**src/rtl/clint_pkg.sv**
```systemverilog
// Shared CLINT definitions: bus width, register map offsets, FSM/decode enums
// and the byte-merge helper used by every writable register.
package clint_pkg;

  localparam int DATA_BUS_SIZE = 64;
  typedef logic [DATA_BUS_SIZE-1:0] DATA_BUS;

  localparam DATA_BUS CLINT_BASE         = 64'h0000_0000_0200_0000;
  localparam DATA_BUS CLINT_MSIP_OFF     = 64'h0000_0000_0000_0000;
  localparam DATA_BUS CLINT_MTIMECMP_OFF = 64'h0000_0000_0000_4000;
  localparam DATA_BUS CLINT_MTIME_OFF    = 64'h0000_0000_0000_BFF8;

  typedef enum logic {
    ST_IDLE,
    ST_RESP
  } clint_state_e;

  typedef enum logic [1:0] {
    SEL_MSIP,
    SEL_MTIMECMP,
    SEL_MTIME,
    SEL_NONE
  } clint_sel_e;

  function automatic DATA_BUS wmerge(input DATA_BUS old, input DATA_BUS wdata,
                                     input logic [7:0] wmask);
    DATA_BUS res;
    for (int i = 0; i < 8; i++)
      res[i*8 +: 8] = wmask[i] ? wdata[i*8 +: 8] : old[i*8 +: 8];
    return res;
  endfunction

endpackage

```
**src/rtl/clint_timer.sv**
```systemverilog
// Prescaler, mtime/mtimecmp registers and the registered timer-interrupt flag.
module clint_timer
  import clint_pkg::*;
#(
  parameter int TICK_DIV = 1
) (
  input  logic       clk,
  input  logic       rst,
  input  logic       mtime_we,
  input  logic       mtimecmp_we,
  input  DATA_BUS    wdata,
  input  logic [7:0] wmask,
  output DATA_BUS    mtime,
  output DATA_BUS    mtimecmp,
  output logic       mtip
);

  localparam int CW = 16;
  localparam logic [CW-1:0] TC = CW'(TICK_DIV - 1);

  logic [CW-1:0] tick_cnt;
  logic          tick;

  assign tick = (tick_cnt == TC);

  always_ff @(posedge clk) begin
    if (rst) tick_cnt <= '0;
    else     tick_cnt <= tick ? '0 : tick_cnt + CW'(1);
  end

  // A software write to mtime takes priority; the coincident tick is lost.
  always_ff @(posedge clk) begin
    if (rst) begin
      mtime    <= '0;
      mtimecmp <= '1;
      mtip     <= 1'b0;
    end else begin
      if (mtime_we)  mtime <= wmerge(mtime, wdata, wmask);
      else if (tick) mtime <= mtime + 64'd1;
      if (mtimecmp_we) mtimecmp <= wmerge(mtimecmp, wdata, wmask);
      mtip <= (mtime >= mtimecmp);
    end
  end

endmodule

```
**src/rtl/clint_top.sv**
```systemverilog
// Core-local interruptor: request FSM, address decode and response registers.
// Optional msip register enabled by defining CLINT_MSIP_EN.
//
// state   | meaning
// ST_IDLE | req_ready=1, waiting for a request
// ST_RESP | rsp_valid=1, holding response until rsp_ready
module clint_top
  import clint_pkg::*;
#(
  parameter logic [63:0] BASE_ADDR = CLINT_BASE,
  parameter int          TICK_DIV  = 1
) (
  input  logic        clk,
  input  logic        rst,
  input  logic        req_valid,
  output logic        req_ready,
  input  logic        req_wen,
  input  logic [63:0] req_addr,
  input  logic [63:0] req_wdata,
  input  logic [7:0]  req_wmask,
  output logic        rsp_valid,
  input  logic        rsp_ready,
  output logic [63:0] rsp_rdata,
  output logic        rsp_err,
  output logic        clint_mtip,
  output logic        clint_msip
);

  clint_state_e state;
  clint_sel_e   sel;
  DATA_BUS      addr_dw;
  DATA_BUS      rd_data;
  DATA_BUS      mtime;
  DATA_BUS      mtimecmp;
  logic         accept_wr;
  logic         msip_bit;

  assign addr_dw   = {req_addr[63:3], 3'b000};
  assign accept_wr = req_valid & req_ready & req_wen;

  always_comb begin
    sel = SEL_NONE;
    if (addr_dw == BASE_ADDR + CLINT_MTIMECMP_OFF)   sel = SEL_MTIMECMP;
    else if (addr_dw == BASE_ADDR + CLINT_MTIME_OFF) sel = SEL_MTIME;
`ifdef CLINT_MSIP_EN
    else if (addr_dw == BASE_ADDR + CLINT_MSIP_OFF)  sel = SEL_MSIP;
`endif
  end

  always_comb begin
    rd_data = '0;
    case (sel)
      SEL_MSIP:     rd_data = {63'b0, msip_bit};
      SEL_MTIMECMP: rd_data = mtimecmp;
      SEL_MTIME:    rd_data = mtime;
      default:      rd_data = '0;
    endcase
  end

  clint_timer #(.TICK_DIV(TICK_DIV)) u_timer (
    .clk        (clk),
    .rst        (rst),
    .mtime_we   (accept_wr && (sel == SEL_MTIME)),
    .mtimecmp_we(accept_wr && (sel == SEL_MTIMECMP)),
    .wdata      (req_wdata),
    .wmask      (req_wmask),
    .mtime      (mtime),
    .mtimecmp   (mtimecmp),
    .mtip       (clint_mtip)
  );

`ifdef CLINT_MSIP_EN
  logic msip_q;
  always_ff @(posedge clk) begin
    if (rst) msip_q <= 1'b0;
    else if (accept_wr && (sel == SEL_MSIP) && req_wmask[0]) msip_q <= req_wdata[0];
  end
  assign msip_bit = msip_q;
`else
  assign msip_bit = 1'b0;
`endif

  assign clint_msip = msip_bit;

  // Reads capture the pre-edge register value, so a same-cycle tick is not visible.
  always_ff @(posedge clk) begin
    if (rst) begin
      state     <= ST_IDLE;
      req_ready <= 1'b1;
      rsp_valid <= 1'b0;
      rsp_rdata <= '0;
      rsp_err   <= 1'b0;
    end else begin
      case (state)
        ST_IDLE: if (req_valid) begin
          state     <= ST_RESP;
          req_ready <= 1'b0;
          rsp_valid <= 1'b1;
          rsp_rdata <= req_wen ? '0 : rd_data;
          rsp_err   <= (sel == SEL_NONE);
        end
        ST_RESP: if (rsp_ready) begin
          state     <= ST_IDLE;
          req_ready <= 1'b1;
          rsp_valid <= 1'b0;
        end
        default: begin
          state     <= ST_IDLE;
          req_ready <= 1'b1;
          rsp_valid <= 1'b0;
        end
      endcase
    end
  end

endmodule

```
**config.mk**
```make
export PLATFORM = sky130hd
export DESIGN_NAME = clint_top
export DESIGN_NICKNAME = d
export VERILOG_FILES = /design/src/rtl/clint_pkg.sv /design/src/rtl/clint_timer.sv /design/src/rtl/clint_top.sv
export SDC_FILE = /design/constraint.sdc
export NUM_CORES = 1
export LEC_CHECK = 0
export ABC_AREA = 1
export BUFFER_PORTS_ARGS = -buffer_cell sky130_fd_sc_hd__buf_2
export CORE_UTILIZATION = 63
export DETAILED_ROUTE_END_ITERATION = 7
export PLACE_DENSITY_LB_ADDON = 0.3
export SLEW_MARGIN = 20
export SYNTH_ARGS = -nofsm -noshare
export SYNTH_HDL_FRONTEND = slang
export SYNTH_SLANG_ARGS = --single-unit
```
**constraint.sdc**
```tcl
create_clock -name clk -period 3.05 [get_ports clk]
set_input_delay 0.305 -clock clk [delete_from_list [all_inputs] [get_ports clk]]
set_output_delay 0.305 -clock clk [all_outputs]
set_load 0.02 [all_outputs]
```
# Yosys cells after proc, flatten, opt, wreduce, memory -nomap -nowiden
# Cells that the tools add are included.
# classes
n_addsub	2
n_lt_le_gt_ge	1
eq_ne	15
muxes	23
bitwise	3
reduce_logical	23
# op_table
cell	n
$mux W64	3
$pmux W64 S2	1
$eq A61 B23 Y1 const B	2
$add A64 B1 Y64 const B	1
$ge A64 B64 Y1	1
$mux W8	8
$reduce_and A2 Y1	18
$ne A2 B2 Y1 const B	10
$add A16 B1 Y16 const B	1
$logic_not A16 Y1	1
$mux W1	7
$pmux W1 S2	3
$eq A2 B2 Y1 const B	2
$and A1 B1 Y1	2
$eq A2 B1 Y1 const B	1
$logic_and A1 B1 Y1	2
$mux W2	1
$reduce_bool A2 Y1	1
$reduce_or A2 Y1	1
$not A1 Y1	1
# word_totals
regBits	213
output_inout_bits	69

# Depth between registers and ports, before layout
# Gate-level depths: netlist (run 1).
# logic_depth
ltp_word	7
mapped_depth	15
mapped_depth_nobuf	15

# Hierarchy
# A second synthesis (run 1) with hierarchy kept.
# unflattened
hier_cells	2152
hier_area_um2	14342.5
# by_module_without_submodules
mod	instances	cells_per_inst	area_per_inst_um2	seq_area_each_um2
clint_timer	1	1556	9849.4	2902.8
clint_top	1	596	4493.1	1361.3

# Least setup slack after synthesis (run 1)
# No wires, ideal clock.
# synth_timing
path_kind	register -> register
start	register u_timer.mtime[0]
end	register u_timer.mtime[48]
setup_ns	0.116
arrival_time_ns	1.695
t_required_ns	2.934
setup_slack_ns	1.239
stages_incl_launch_ff	13
n_path_buf	0
synth_period_minus_slack_ns	1.811
cell_sequence	dfxtp_1 ha_1 inv_1 nor2_4 nand2_1 nor2_1 nand3_1 nand2_1 nand2_1 nand2_1 inv_1 nor2_1 nor2_1
# synth_via
elab_chain_len	3
# synth_lines
element	line_no	source
start, declared	clint_timer.sv:13	output DATA_BUS mtime,
start signal, assigned	clint_timer.sv:38	if (mtime_we) mtime <= wmerge(mtime, wdata, wmask);
start signal, assigned	clint_timer.sv:39	else if (tick) mtime <= mtime + 64'd1;
$add A64 B1 Y64	clint_timer.sv:39	
$mux W64	clint_timer.sv:39	
$mux W64	clint_timer.sv:38	
# No other way between the ends. The select of a mux whose other input is x is not followed.
# A chain may end at the register's enable or synchronous reset.

# Worst setup path in the final report (run 1)
# layout_timing
start	register req_ready
end	register u_timer.mtime[58]
# layout_via
elab_chain_len	5
# layout_lines
element	line_no	source
start, declared	clint_top.sv:16	output logic req_ready,
start signal, assigned	clint_top.sv:89	req_ready <= 1'b1;
start signal, assigned	clint_top.sv:97	req_ready <= 1'b0;
start signal, assigned	clint_top.sv:104	req_ready <= 1'b1;
$and A1 B1 Y1 * (2 in series)	clint_top.sv:39	assign accept_wr = req_valid & req_ready & req_wen;
$logic_and A1 B1 Y1 *	clint_top.sv:63	.mtime_we (accept_wr && (sel == SEL_MTIME)),
$ne A2 B2 Y1 (no source line) or $reduce_bool A2 Y1 (tied branches)	n/a	
$reduce_and A2 Y1 (no source line)	n/a	
# Mark *: on every way between the ends. The rest lies on a longest branch, timed or not.

==> summary.txt, run 1 <==
Die
  – Placeable Area: 21900 um^2
  – Die W: 152 um
  – Rows: 54
  – DIE AREA: 23000 um^2
  – Ports: 210
  – Die height: 152 um
  – Starting Density: 64.5%

Timing
  – Max-slew violations: 0
  – Achievable Freq: 407 MHz
  – Crit path setup slack, layout: 0.593 ns
  – Setup TNS: 0 ns
  – Min Hold Slack: 0.0350 ns
  – Worst slew margin: 49.8%
  – Min cycle time layout: 2.46 ns
  – Setup Viol. Count Final: 0
  – Setup repair after global routing missed its margin: no
  – Final hold violations: 0
  – Worst Clk Skew: 0.0161 ns
  – Worst slew pin tran: 0.752 ns
  – Fin crit share: 80.5%

Job
  – Maxcap violations: 0

Clock network
  – Setup bufs post-CTS: 0
  – Worst-path clk slew: 0.06 ns
  – H-tree depth: 1
  – Clock sinks: 213
  – CTS Buf Count: 24
  – Clk root buf: clkbuf_16
  – CTS tree: done
  – Post_cts resized: 0
  – Skew-Pair Late Insertion Delay: 0.53 ns
  – Cts hold-fix bufs: 0
  – Clk buf depth: 3

Final layout
  – Layout cells sized above 1: 12.2%
  – Area growth from synthesis to layout: 13.1%
  – Antenna Cells: 0
  – Most common cell after layout, fill and taps aside: nand2_1
  – Most frequent cells in the layout: nand2_1 (817), nand3_1 (292), nor2_1 (235), dfxtp_1 (213), buf_2 (204)
  – Post-Layout Cell Count: 2744
  – Fill cells: 1939
  – Final nets: 2656

Routing
  – 1st-pass router iterations: 6
  – Residual DRC count: 0
  – Via/cell ratio: 5.73
  – WL final: 42600 um
  – Post-DRT Antenna Nets: 0
  – DR WL/cell: 15.5 um
  – Initial DRC count: 1189
  – Via count: 15700

Synthesis
  – Sequential area share after synthesis: 30.2%
  – EDFF count, synth: 0
  – Most used flip-flop cell after synthesis: dfxtp_1
  – Gate Count Post-Synth: 2293
  – Syn nets: 2501
  – Synth warn: 0
  – Async SR Flop Fraction: 0%
  – Yosys cell types: 40
  – Mapped cell area: 14100 um^2
  – Avg Synthesized Cell Area: 6.16 um^2
  – Flops & latches, synth: 213

Setup path
  – Slowest CP cell: clkinv_1
  – Critical Path AT: 2.87 ns
  – Buf/Inv on CP: 1
  – Crit path to: u_timer.mtime[58]
  – CP Launch Point: req_ready
  – Critical Path Stages: 8
  – Worst setup SP type: flop
  – Worst Path Class, Setup: flop to flop
  – Worst reg-to-reg path cell count: 8
  – Worst-path cell chain: nand3_1 > clkinv_1 > nand3_4 > nand2_4 > nand2_1 > nand2_1 > nor2_1 > nor2_1
  – R2r setup slk: 0.59 ns
  – CP required: 3.46 ns
  – R2R Path Start: req_ready
  – Crit-path max FO: 28
  – Crit path max-delay family: simple AND/OR/NAND/NOR gates
  – CP max stage delay: 0.58 ns
  – Reg2Reg Capture Point: u_timer.mtime[58]
  – Critical Path Sink Type: flop

GRT
  – First-pass GRT wire length: 68500 um
  – Largest net degree at the start of global routing: 68
  – GRT Util Overall: 36.7%
  – Number of global-route vias before repair: 14700
  – GRT overflow: 0
  – Initial antenna violation count: 0

Placement
  – DPL Wire Length: 31100 um
  – Dpl ws: 0.505 ns
  – Routability congestion estimate: 1.01
  – Post-Place Cells: 2702
  – Port Buf Inserts: 205

Power
  – VDD IR max: 0.446 mV
  – PwrDens: 372 nW/um^2
  – Leak Pwr: 0.00807 uW

Min path
  – Tightest Hold Check Type: primary input to flop

Run status
  – Outcome: finished clean
## tightest hold or removal path, delay by kind of cell
kind | cells | cell delay (ns)
AND/OR/NAND/NOR | 2 | 0.13
buffers and inverters | 1 | 0.09
## kinds of logic after synthesis
kind of cell    Yosys count  share of synthesized area (%)
compound gates          216                           8.02
xor+xnor                 19                           1.18
fa+ha+maj                67                           5.93
buf+inv                 289                           8.72
flops                   213                           30.2
other cells               1                         0.0265
simple gates           1488                           45.9
## where the power goes
part / leakage, uW / switching [uW] / internal (uW)
Sequential: 0.00172 / 10.2 / 2790
Clock: 0.000376 / 1160 / 1660
Combinational: 0.00597 / 215 / 106
## registers in the layout, summed over array words and instances (netlist names)
signal / cells
u_timer.mtimecmp: 64
rsp_valid: 1
u_timer.mtip: 1
req_ready: 1
u_timer.tick_cnt: 16
rsp_err: 1
u_timer.mtime: 64
rsp_rdata: 64
state: 1
## through the flow
stage                     total power, uW  utilization, %  cell area (um^2)
after floorplan                      3010               -             14100
after global placement               3170            69.5             15200
after detailed placement             3180            69.5             15200
after CTS                            5960            73.0             16000
after global routing                 6100            73.0             16000
final                                5950            73.0             16000
## layer usage
| layer | GRT usage, % | wire length (um) | share of wire [%] | vias to the layer above |
|---|---|---|---|---|
| li1 | - | - | - | 7733 |
| met1 | 46.5 | 17800 | 42 | 7170 |
| met2 | 63.3 | 20200 | 47 | 722 |
| met3 | 4.16 | 3310 | 7.8 | 110 |
| met4 | 14.9 | 1270 | 3.0 | 0 |
| met5 | 0 | 0 | 0 | - |
## cell type report
| type | instances | area, um^2 | area share (%) |
|---|---|---|---|
| clock buffer | 40 | 752 | 4.71 |
| inverter | 190 | 714 | 4.47 |
| clock inverter | 2 | 10.0 | 0.0627 |
| timing repair buffer | 228 | 1240 | 7.75 |
| sequential | 213 | 4260 | 26.7 |
| multi-input combinational | 1791 | 8650 | 54.1 |
| tap | 280 | 350 | 2.19 |
## cells in the mapped netlist (all sizes together), types with 18 or more instances
library cell / number / share of area [%]
a21oi: 160 / 5.7
buf: 53 / 2.4
clkbuf: 46 / 1.3
dfxtp: 213 / 30
ha: 67 / 5.9
inv: 187 / 5.0
nand2: 834 / 23
nand3: 294 / 11
nand4: 69 / 3.4
nor2: 247 / 7.2
nor3: 18 / 0.67
o21ai: 35 / 1.2
## worst min path at each step
stage	startpoint	end	slack [ns]	cells after the start
2_1_floorplan	u_timer.tick_cnt[0]	u_timer.tick_cnt[0]	0.43	1
3_3_place_gp	u_timer.tick_cnt[0]	u_timer.tick_cnt[0]	0.45	1
3_5_place_dp	rsp_rdata[46]	rsp_rdata[46]	0.45	2
4_1_cts	req_wdata[49]	u_timer.mtimecmp[49]	0.03	3
5_1_grt	rsp_ready	req_ready	0.04	3
6_report	req_wdata[61]	u_timer.mtimecmp[61]	0.03	3
No activity file was read; power rests on OpenSTA's default activity.
==> run 2, diff against run 1 <==
- CORE_UTILIZATION: 63 -> 53
- clock period: 3.05 -> 2.05 ns (I/O delays scaled with it)
==> summary.txt, run 2 (synthesized netlist as in run 1, its figures left out) <==
GRT
  – Initial antenna violation count: 1 (+1)
  – GRT Util Overall: 33.1% (-3.7 points)
  – GRT overflow: 0 (unchanged)
  – Largest net degree at the start of global routing: 56 (-18%)
  – First-pass GRT wire length: 72800 um (+6.3%)
  – Number of global-route vias before repair: 15200 (+3.3%)

Die
  – Die height: 165 um (+8.9%)
  – Ports: 210 (unchanged)
  – Starting Density: 54.1% (-10 points)
  – Placeable Area: 26100 um^2 (+19%)
  – DIE AREA: 27300 um^2 (+19%)
  – Die W: 165 um (+8.9%)
  – Rows: 59 (+9.3%)

Routing
  – WL final: 45100 um (+5.9%)
  – Via count: 16100 (+2.4%)
  – Residual DRC count: 14 (+14)
  – Post-DRT Antenna Nets: 0 (unchanged)
  – 1st-pass router iterations: 8 (+2)
  – Initial DRC count: 1335 (+12%)
  – DR WL/cell: 15.3 um (-1.2%)
  – Via/cell ratio: 5.48 (-4.5%)

Timing
  – Max-slew violations: 0 (unchanged)
  – Min Hold Slack: 0.0813 ns (+0.0463 ns)
  – Final hold violations: 0 (unchanged)
  – Setup TNS: 0 ns (unchanged)
  – Worst slew margin: 60.0% (+10 points)
  – Setup Viol. Count Final: 0 (unchanged)
  – Worst Clk Skew: 0.00880 ns (-0.00732 ns)
  – Crit path setup slack, layout: 0.121 ns (-0.472 ns)
  – Fin crit share: 94.1% (+14 points)
  – Min cycle time layout: 1.93 ns (-0.528 ns)
  – Achievable Freq: 519 MHz (+27%)
  – Worst slew pin tran: 0.600 ns (-0.153 ns)
  – Setup repair after global routing missed its margin: no

Clock network
  – Clock sinks: 213 (unchanged)
  – Clk root buf: clkbuf_16
  – Clk buf depth: 3 (unchanged)
  – CTS Buf Count: 24 (unchanged)
  – Setup bufs post-CTS: 0 (unchanged)
  – Worst-path clk slew: 0.06 ns (about the same)
  – CTS tree: done
  – Skew-Pair Late Insertion Delay: 0.53 ns (about the same)
  – H-tree depth: 1 (unchanged)

Setup path
  – Crit-path max FO: 6 (-79%)
  – Worst Path Class, Setup: flop to flop
  – CP required: 2.51 ns (-0.95 ns)
  – Critical Path Sink Type: flop
  – Critical Path AT: 2.39 ns (-0.48 ns)
  – Worst setup SP type: flop

Power
  – PwrDens: 528 nW/um^2 (+42%)
  – VDD IR max: 0.582 mV (+31%)
  – Leak Pwr: 0.00879 uW (+9.0%)

Placement
  – DPL Wire Length: 33100 um (+6.3%)
  – Placed cell areas: 15900 um^2 (+4.6%)
  – Routability congestion estimate: 0.997 (-1.2%)
  – Dpl ws: -0.0444 ns (-0.550 ns)
  – Port Buf Inserts: 205 (unchanged)

Job
  – Maxcap violations: 0 (unchanged)

Final layout
  – Final Cell Area: 17500 um^2 (+9.7%)
  – Final core utilization: 67.1% (-5.9 points)
  – Most frequent cells in the layout: nand2_1 (811), nand3_1 (290), nor2_1 (224), buf_2 (204), dfxtp_1 (189)
  – Top Registers: rsp_rdata x64, u_timer.mtime x64, u_timer.mtimecmp x64
  – Final nets: 2795 (+5.2%)
  – Layout cells sized above 1: 16.4% (+4.1 points)
  – Area growth from synthesis to layout: 24.1%
  – Most common cell after layout, fill and taps aside: nand2_1

Run status
  – Outcome: finished with violations
  – Failing checks: design-rule violations

Min path
  – Tightest Hold Check Type: primary input to flop
[run 2: changes by cell type in the layout (fill, tap and decap cells not counted), moves of 3 or more]
cell,before,now
buf_12,3,10
dfxtp_1,213,189
dfxtp_2,0,24
nor2_1,235,224
nand2_1,817,811
dlygate4sd3_1,0,66
nor2_2,3,12
clkbuf_1,8,5
nand2_2,7,11
buf_4,21,87
[run 2: final cells by class]
cell class	count	area (um^2)
Multi-Input combinational cell	1791	8740
Fill cell	2398	8610
Clock inverter	6	80.1
Antenna cell	1	2.50
Tap cell	335	419
Sequential cell	213	4290
Inverter	190	714
Clock buffer	37	741
Timing Repair Buffer	367	2530
[run 2: final timing paths]
check | startpoint | end | slack (ns) | cells past startpoint
setup / recovery | u_timer.mtime[15] | u_timer.mtime[51] | 0.12 | 9
hold / removal | req_wmask[7] | u_timer.mtimecmp[59] | 0.08 | 3
setup reg to reg | u_timer.mtime[15] | u_timer.mtime[51] | 0.12 | 9
hold reg to reg | rsp_rdata[53] | rsp_rdata[53] | 0.46 | 2
[run 2: timing repair]
action,CTS,global route
gates resized for setup,0,52
hold buffers,66,0
endpoints found under the setup margin,0,52
endpoints found under the hold margin,67,0
[run 2: stage by stage]
step,power [uW],cells
finish,9260,2940
global route,9520,2940
CTS,9300,2939
detailed placement,4750,2830
global placement,4740,2830
floorplan,4480,2293
[run 2: routing by layer]
layer  global-route usage [%]  up-vias  part of all wire [%]
met5                        0        -                     0
met4                     12.6        0                   3.1
met3                     4.57      120                   6.1
met2                     56.9      612                    48
met1                     41.6     7370                    43
li1                         -     8006                     -
[run 2: worst max-delay path: stages, from the launching register on]
cell	delay [ns]
dfxtp_2	0.40
nand2_1	0.12
nor2_1	0.24
nand2_1	0.18
nor2_1	0.11
nand2_1	0.14
nor2_1	0.29
xor2_1	0.19
nand2_1	0.08
a21oi_1	0.11
[run 2: power breakdown]
| part | internal, uW | switching, uW | total [uW] |
|---|---|---|---|
| Clock | 2720 | 1760 | 4490 |
| Sequential | 4150 | 12.4 | 4160 |
| Combinational | 256 | 351 | 607 |
==> run 3, diff against run 2 <==
==> constraint.sdc (replaced) <==
create_clock -name clk -period 2.05 [get_ports clk]
set_input_delay 0.1025 -clock clk [delete_from_list [all_inputs] [get_ports clk]]
set_output_delay 0.1025 -clock clk [all_outputs]
set_load 0.02 [all_outputs]
==> summary.txt, run 3 (synthesized netlist as in run 1, its figures left out) <==
Setup path
  – R2r setup slk: 0.07 ns (-0.06 ns)
  – R2R Path Start: req_ready
  – Crit-path max FO: 36 (+30)
  – Crit path max-delay family: buffers and inverters
  – Worst setup SP type: flop
  – Critical path's most frequent cell: nand3_1
  – Slowest CP cell: dlygate4sd3_1
  – CP max stage delay: 0.60 ns (+0.20 ns)
  – Reg2Reg Capture Point: u_timer.mtimecmp[41]
  – Critical Path AT: 2.44 ns (+0.05 ns)
  – CP required: 2.51 ns (about the same)
  – Critical Path Stages: 7 (-2)
  – Worst reg-to-reg path cell count: 7 (-2)
  – Worst-path cell chain: nand3_1 > buf_4 > nor2_4 > buf_12 > nand3_1 > dlygate4sd3_1 > nand3_1
  – CP Launch Point: req_ready
  – Buf/Inv on CP: 3 (+3)
  – Crit path to: u_timer.mtimecmp[41]
  – Worst Path Class, Setup: flop to flop
  – Critical Path Sink Type: flop

Die
  – DIE AREA: 27300 um^2 (unchanged)
  – Die height: 165 um (unchanged)
  – Rows: 59 (unchanged)
  – Placeable Area: 26100 um^2 (unchanged)
  – Starting Density: 54.1% (unchanged)
  – Die W: 165 um (unchanged)
  – Ports: 210 (unchanged)

Timing
  – Worst slew margin: 51.7% (-8.3 points)
  – Worst slew pin tran: 0.725 ns (+0.125 ns)
  – Fin crit share: 96.8% (+2.7 points)
  – Achievable Freq: 504 MHz (-2.8%)
  – Setup Viol. Count Final: 0 (unchanged)
  – Min cycle time layout: 1.98 ns (+0.0555 ns)
  – Min Hold Slack: 0.0260 ns (-0.0553 ns)
  – Final hold violations: 0 (unchanged)
  – Max-slew violations: 0 (unchanged)
  – Worst Clk Skew: 0.00858 ns (-0.000218 ns)

Routing
  – Post-DRT Antenna Nets: 0 (unchanged)
  – WL final: 46300 um (+2.6%)
  – Initial DRC count: 1356 (+1.6%)
  – 1st-pass router iterations: 8 (unchanged)
  – DR WL/cell: 15.5 um (+1.2%)
  – Via count: 16400 (+2.0%)
  – Residual DRC count: 14 (unchanged)
  – Via/cell ratio: 5.51 (+0.63%)

Power
  – PwrDens: 509 nW/um^2 (-3.6%)
  – VDD IR max: 0.625 mV (+7.2%)
  – Leak Pwr: 0.00884 uW (+0.61%)

Placement
  – Routability congestion estimate: 0.960 (-3.7%)
  – Post-Place Cells: 2833 (+0.11%)
  – Port Buf Inserts: 205 (unchanged)
  – DPL Wire Length: 33200 um (+0.55%)

Clock network
  – Worst-path clk slew: 0.06 ns (about the same)
  – H-tree depth: 1 (unchanged)
  – CTS tree: done
  – Clk buf depth: 3 (unchanged)
  – CTS Buf Count: 25 (+4.2%)
  – Clock sinks: 213 (unchanged)
  – Skew-Pair Late Insertion Delay: 0.52 ns (about the same)
  – Clk root buf: clkbuf_16

Job
  – Maxcap violations: 0 (unchanged)

GRT
  – Largest net degree at the start of global routing: 66 (+18%)
  – GRT Util Overall: 33.9% (+0.82 points)
  – First-pass GRT wire length: 75000 um (+2.9%)
  – Number of global-route vias before repair: 15600 (+2.8%)
  – GRT overflow: 0 (unchanged)
  – Initial antenna violation count: 1 (unchanged)

Final layout
  – Most common cell after layout, fill and taps aside: nand2_1
  – Top Registers: rsp_rdata x64, u_timer.mtime x64, u_timer.mtimecmp x64
  – Post-Layout Cell Count: 2981 (+1.4%)
  – Most frequent cells in the layout: nand2_1 (812), nand3_1 (292), nor2_1 (224), buf_2 (204), dfxtp_1 (190)
  – Layout cells sized above 1: 16.2% (-0.14 points)
  – Final nets: 2837 (+1.5%)
  – Area growth from synthesis to layout: 26.3%
  – Fill cells: 2316 (-3.4%)

Run status
  – Outcome: finished with violations
  – Failing checks: design-rule violations

Min path
  – Tightest Hold Check Type: primary input to flop
## run 3: changes by cell type in the layout (fill, tap and decap cells not counted), moves of 2 or more
cell,change
clkbuf_8,-2
nand3_1,+2
buf_4,+9
dlygate4sd3_1,+33
a21oi_1,+2
clkinvlp_4,+2
nand3_2,-2
a21oi_2,-2
## run 3: through the flow
step	worst slack [ns]	setup TNS (ns)	cell area (um^2)	utilization [%]	power, uW
final	0.0660	0	17800	68.3	9080
after CTS	0.0134	0	17700	67.7	9120
after global placement	0.0541	0	15900	60.9	4740
after global routing	-0.00535	-0.00535	17800	68.3	9350
after detailed placement	-0.00835	-0.0358	15900	60.9	4750
after floorplan	0.239	0	14100	-	4480
## run 3: timing repair
action	in CTS	in global routing
resized for setup	0	46
hold endpoints to repair	125	0
hold buffers	99	0
buffers inserted	0	5
endpoints found under the setup margin	0	60
## run 3: worst min-delay path by stage
stage	from	to	slack, ns	depth (start not counted)
floorplan	req_valid	state	0.23	2
finish	req_wmask[0]	u_timer.mtimecmp[7]	0.03	3
global placement	rsp_ready	req_ready	0.36	3
global route	req_wmask[2]	u_timer.mtimecmp[18]	0.02	3
CTS	req_wmask[0]	u_timer.mtimecmp[7]	0.002	3
detailed placement	rsp_ready	req_ready	0.37	3
## run 3: area by class of cell
| type | count | area (um^2) | area share [%] |
|---|---|---|---|
| Tap cell | 335 | 419 | 2.35 |
| Timing Repair Buffer | 408 | 2910 | 16.3 |
| Clock inverter | 7 | 62.6 | 0.351 |
| Multi-Input combinational cell | 1791 | 8710 | 48.8 |
| Sequential cell | 213 | 4290 | 24.1 |
| Antenna cell | 1 | 2.50 | 0.0140 |
| Inverter | 190 | 718 | 4.03 |
| Clock buffer | 36 | 717 | 4.02 |
## run 3: routing by layer
layer / GRT usage, % / routed length, um / vias up / share of wire (%)
li1: - / - / 8097 / -
met5: 0 / 0 / - / 0
met4: 10.8 / 1220 / 0 / 2.6
met3: 3.72 / 2990 / 100 / 6.5
met2: 59.6 / 22300 / 655 / 48
met1: 42.9 / 19700 / 7583 / 43
## run 3: power breakdown
group          switching, uW  leakage [uW]  internal, uW  total (uW)
clock                   1780      0.000385          2530        4310
sequential              12.9       0.00173          4150        4160
combinational            354       0.00673           256         609
## run 3: worst register-to-register path: cells and delay by family, from the launching register on
family        cells  cell delay [ns]
buf+inv           3             1.02
simple gates      4             0.55
flops             1             0.35
